--- src/rtl/mem_arbiter.sv ---
// Arbitrates one physical memory port between instruction fetch and data accesses.
// Data has priority; a grant streak counter bounds how long a pending fetch can wait.
//
//   state  | meaning
//   IDLE   | waiting for a request; arbitration and latching happen here
//   BUSY   | access in flight, dev_mem_req high until dev_mem_busy drops
//   DONE   | one-cycle ready pulse to the granted port, requests ignored
module mem_arbiter #(
    parameter int STARVE_LIMIT = 4
) (
    input  logic        clk,
    input  logic        rst,
    input  logic        instr_req,
    input  logic [31:0] instr_addr,
    output logic [31:0] instr_data,
    output logic        instr_ready,
    input  logic        data_req,
    input  logic        data_is_write,
    input  logic [31:0] data_addr,
    input  logic [31:0] data_wdata,
    output logic [31:0] data_rdata,
    output logic        data_ready,
    output logic        dev_mem_req,
    output logic [31:0] dev_mem_addr,
    output logic [31:0] dev_mem_data_out,
    output logic        dev_mem_is_write,
    input  logic [31:0] dev_mem_data_in,
    input  logic        dev_mem_busy,
    output logic        grant_is_data
);

    localparam logic [1:0] S_IDLE = 2'd0;
    localparam logic [1:0] S_BUSY = 2'd1;
    localparam logic [1:0] S_DONE = 2'd2;

    localparam logic [3:0] LIMIT = 4'(STARVE_LIMIT);

    logic [1:0] state;
    logic [3:0] streak;
    logic       pick_data;

    // Data wins unless a fetch has already waited out the full streak.
    assign pick_data = data_req && !(instr_req && (streak == LIMIT));

    always_ff @(posedge clk) begin
        if (rst) begin
            state            <= S_IDLE;
            streak           <= 4'd0;
            grant_is_data    <= 1'b0;
            dev_mem_addr     <= 32'd0;
            dev_mem_data_out <= 32'd0;
            dev_mem_is_write <= 1'b0;
            instr_data       <= 32'd0;
            data_rdata       <= 32'd0;
        end else begin
            case (state)
                S_IDLE: begin
                    if (pick_data) begin
                        state            <= S_BUSY;
                        grant_is_data    <= 1'b1;
                        dev_mem_addr     <= data_addr;
                        dev_mem_data_out <= data_is_write ? data_wdata : 32'd0;
                        dev_mem_is_write <= data_is_write;
                        if (instr_req)
                            streak <= (streak == LIMIT) ? LIMIT : streak + 4'd1;
                        else
                            streak <= 4'd0;
                    end else if (instr_req) begin
                        state            <= S_BUSY;
                        grant_is_data    <= 1'b0;
                        dev_mem_addr     <= instr_addr;
                        dev_mem_data_out <= 32'd0;
                        dev_mem_is_write <= 1'b0;
                        streak           <= 4'd0;
                    end else begin
                        streak <= 4'd0;
                    end
                end
                S_BUSY: begin
                    if (!dev_mem_busy) begin
                        state <= S_DONE;
                        if (!grant_is_data)
                            instr_data <= dev_mem_data_in;
                        else if (!dev_mem_is_write)
                            data_rdata <= dev_mem_data_in;
                    end
                end
                S_DONE:  state <= S_IDLE;
                default: state <= S_IDLE;
            endcase
        end
    end

    assign dev_mem_req = (state == S_BUSY);
    assign instr_ready = (state == S_DONE) && !grant_is_data;
    assign data_ready  = (state == S_DONE) && grant_is_data;

endmodule

--- config.mk ---
export PLATFORM = sky130hd
export DESIGN_NAME = mem_arbiter
export DESIGN_NICKNAME = d
export VERILOG_FILES = /design/src/rtl/mem_arbiter.sv
export SDC_FILE = /design/constraint.sdc
export NUM_CORES = 1
export LEC_CHECK = 0
export CAP_MARGIN = 20
export CORE_ASPECT_RATIO = 1.4
export CORE_UTILIZATION = 41
export CTS_BUF_LIST = sky130_fd_sc_hd__clkbuf_8
export DETAILED_ROUTE_END_ITERATION = 8
export PLACE_DENSITY = 0.82
export SETUP_SLACK_MARGIN = 0.3
export SLEW_MARGIN = 30
export SYNTH_ARGS = -nofsm -noshare
export SYNTH_HDL_FRONTEND = slang
export SYNTH_SLANG_ARGS = --single-unit
export TNS_END_PERCENT = 20
--- constraint.sdc ---
create_clock -name clk -period 2.22 [get_ports clk]
set_input_delay 0.444 -clock clk [delete_from_list [all_inputs] [get_ports clk]]
set_output_delay 0.444 -clock clk [all_outputs]
set_load 0.005 [all_outputs]
==> results.sh <==
export IMPL_outcome="finished with violations"
export IMPL_violations="DRC"
export IMPL_clk_latency_ns=0.44
export IMPL_cts_sinks=136
export IMPL_ys_ff_latch=136
export IMPL_yosysWarningCount=0
export IMPL_ys_seq_area_share_pct=51.20
export IMPL_dieArea_mm2=0.01344
export IMPL_die_h_um=136.8
export IMPL_arrival_ns=1.54
export IMPL_setup_tns_ns=0
export IMPL_place_ws_ns=0.08309
export IMPL_core_area_mm2=0.01249
export IMPL_vias_per_cell=5.694
export IMPL_worstPathCellList="and3b_1 -> clkdlybuf4s50_1"
export IMPL_grtUsageTotal_pct=26.82
export IMPL_remaining_drc_errors=15
export IMPL_netlist_instances=605
export IMPL_worstHoldPathCells=2
export IMPL_grt_pass1_wl_um=28260
export IMPL_netlist_area_mm2=0.005318
export IMPL_hpwlAfterDp_um=13350
export IMPL_start_util_pct=42.57
export IMPL_drt_iter0_drc=407
export IMPL_maxCapViolations=0
export IMPL_hold_violations=0
export IMPL_path_clk_slew_ns=0.08
export IMPL_fin_crit_ns=1.981
export IMPL_maxSlewViolCount=0
export IMPL_syn_num_nets=741
export IMPL_grt_max_degree=105
export IMPL_dr_pass1_iters=9
export IMPL_gp_congestion=0.8769
export IMPL_maxSlewHeadroom_pct=70.61
export IMPL_numCtsBuffers=17
export IMPL_syn_area_per_cell_um2=8.789
export IMPL_wl_um=18160
export IMPL_drt_antenna_violating_nets=0
export IMPL_period_share_pct=89.23
export IMPL_final_cell_mix="clkdlybuf4s50_1 (263), dfxtp_1 (133), a21oi_1 (100)"
export IMPL_slowest_delay_ns=0.51
export IMPL_wire_per_inst_um=17.93
export IMPL_rr_worst_depth=6
export IMPL_worstSetupPathType="flip-flop to primary output"
export IMPL_cts_buffer_depth=2
export IMPL_sequential_cell_area_mm2=0.002729
export IMPL_required_ns=1.78
export IMPL_portBuffers=266
export IMPL_nFillCells=1020
export IMPL_setup_violations=0
export IMPL_area_growth_pct=60.02
export IMPL_ir_worst_vdd_mv=0.3555
export IMPL_finalNetCount=986
export IMPL_antenna_cells=0
export IMPL_skew_ns=0.02005
export IMPL_overflow=0
export IMPL_r2r_setup_slack_ns=0.39
export IMPL_cts_tree="done"
export IMPL_hp_start="instr_data[23]"
export IMPL_setup_ws_ns=0.2391
export IMPL_rsz0062_at_grt="true"
export IMPL_critical_path_slowest_cell="clkdlybuf4s50_1"
export IMPL_critPathMaxFanout=11
export IMPL_worstHoldPathType="flip-flop to flip-flop"
export IMPL_r2r_start="streak[0]"
export IMPL_timing_hold_ws_ns=0.4549
export IMPL_die_w_um=98.25
export IMPL_ys_types=39
export IMPL_vias=5768
export IMPL_antenna_found_initial=0
export IMPL_multiInputGateArea_mm2=0.002311
export IMPL_ios=267
export IMPL_setup_worst_path_end_class="primary output"
export IMPL_drive_gt1_share_pct=8.459
export IMPL_cp_start_kind="flip-flop"
export IMPL_mostFrequentLayoutCell="clkdlybuf4s50_1"
export IMPL_power_leakage_nw=2.987
export IMPL_min_to="instr_data[23]"
export IMPL_max_slew_worst_pin_slew_ns=0.4409
export IMPL_p_per_area_mw_per_mm2=642.9
export IMPL_clock_fmax_mhz=504.8
export IMPL_rr_endpoint="dev_mem_addr[26]"
export IMPL_placed_cell_area_mm2=0.008153
export IMPL_num_rows=48
export IMPL_finalInstanceArea_mm2=0.008509
export IMPL_cts_max_level=4
export IMPL_final_core_util_pct=68.12
export IMPL_cts_root_buf="clkbuf_8"
export IMPL_first_global_vias=5584
layout make-up:
| cell class | instances | share of cell area (%) |
|---|---|---|
| Inverter | 3 | 0.1323 |
| Clock buffer | 18 | 2.911 |
| Sequential cell | 136 | 32.07 |
| Clock inverter | 14 | 1.162 |
| Multi-Input combinational cell | 401 | 27.16 |
| Tap cell | 150 | 2.206 |
| Timing Repair Buffer | 291 | 34.36 |
where the power goes:
part	internal (W)	leakage [nW]	switching (W)
registers	0.00257	1.11	0.0000830
logic	0.000594	1.72	0.000440
clock network	0.000800	0.160	0.000984
total	0.00396	2.99	0.00151
worst max-delay path, delay by kind of cell (launching register included):
family                 cells  cell delay (ns)
buffers and inverters      1             0.51
flip-flops                 1             0.38
AND/OR/NAND/NOR            1             0.22
timing repair:
item,4_1_cts,5_1_grt
endpoints found under the setup margin,4,4
cloned,0,0
hold buffers,0,0
buffers inserted,0,0
resized for setup,4,3
sequential cells by signal, summed over array words and instances, names as in the netlist:
| register | count |
|---|---|
| data_rdata | 32 |
| dev_mem_addr | 32 |
| dev_mem_data_out | 32 |
| instr_data | 32 |
| streak | 4 |
| state | 2 |
| dev_mem_is_write | 1 |
| grant_is_data | 1 |
worst max path at each step:
stage | from | end | slack (ns)
after floorplan | streak[0] | dev_mem_data_out[10] | 0.56
after global placement | data_req | dev_mem_data_out[7] | 0.19
after detailed placement | instr_req | dev_mem_addr[1] | 0.08
after CTS | grant_is_data | data_ready | 0.09
after global routing | state[0] | data_ready | 0.17
final | state[0] | data_ready | 0.24
cell usage after synthesis, drive strengths merged:
cell type  count  area share [%]
a22o          32             5.3
buf           26             2.9
inv            3            0.21
o21ai         66             6.2
nor3b          3            0.52
and4b          1            0.19
a311oi        32             5.3
nor2b          4            0.47
or3            1            0.12
ha             2            0.47
clkbuf        39             2.8
a31oi          1            0.12
nor2           5            0.40
dfxtp        136              51
and3b          1            0.16
and4bb         1            0.24
nor4           1            0.40
or4b           2            0.38
a21oi        101             9.6
nand3b         1            0.14
a32oi          2            0.33
or3b           2            0.38
and2           1            0.12
nand2b         2            0.24
nand3         68             6.4
or2            2            0.24
a22oi          1            0.14
nand4b         1            0.16
nor4b          1            0.28
nand2         67             4.7
metrics by stage:
| stage | std cells | power (W) |
|---|---|---|
| after floorplan | 605 | 0.003082 |
| after global placement | 981 | 0.003704 |
| after detailed placement | 981 | 0.003738 |
| after CTS | 1013 | 0.005519 |
| after global routing | 1013 | 0.005709 |
| final | 1013 | 0.005470 |
metal layers:
layer  part of all wire, %  vias up  track usage, %
met5                     0        -               0
met4                   4.9        0           15.51
met3                   6.8       68           6.384
met2                    52      294           47.50
met1                    36     2712           29.32
li1                      -     2694               -
cell families after synthesis:
| group | Yosys count | synth area share, % |
|---|---|---|
| compound gates | 235 | 26.92 |
| simple gates | 164 | 15.55 |
| flops | 136 | 51.20 |
| buf+inv | 68 | 5.859 |
| fa+ha+maj | 2 | 0.4705 |
(Power assumes the default switching activity.)
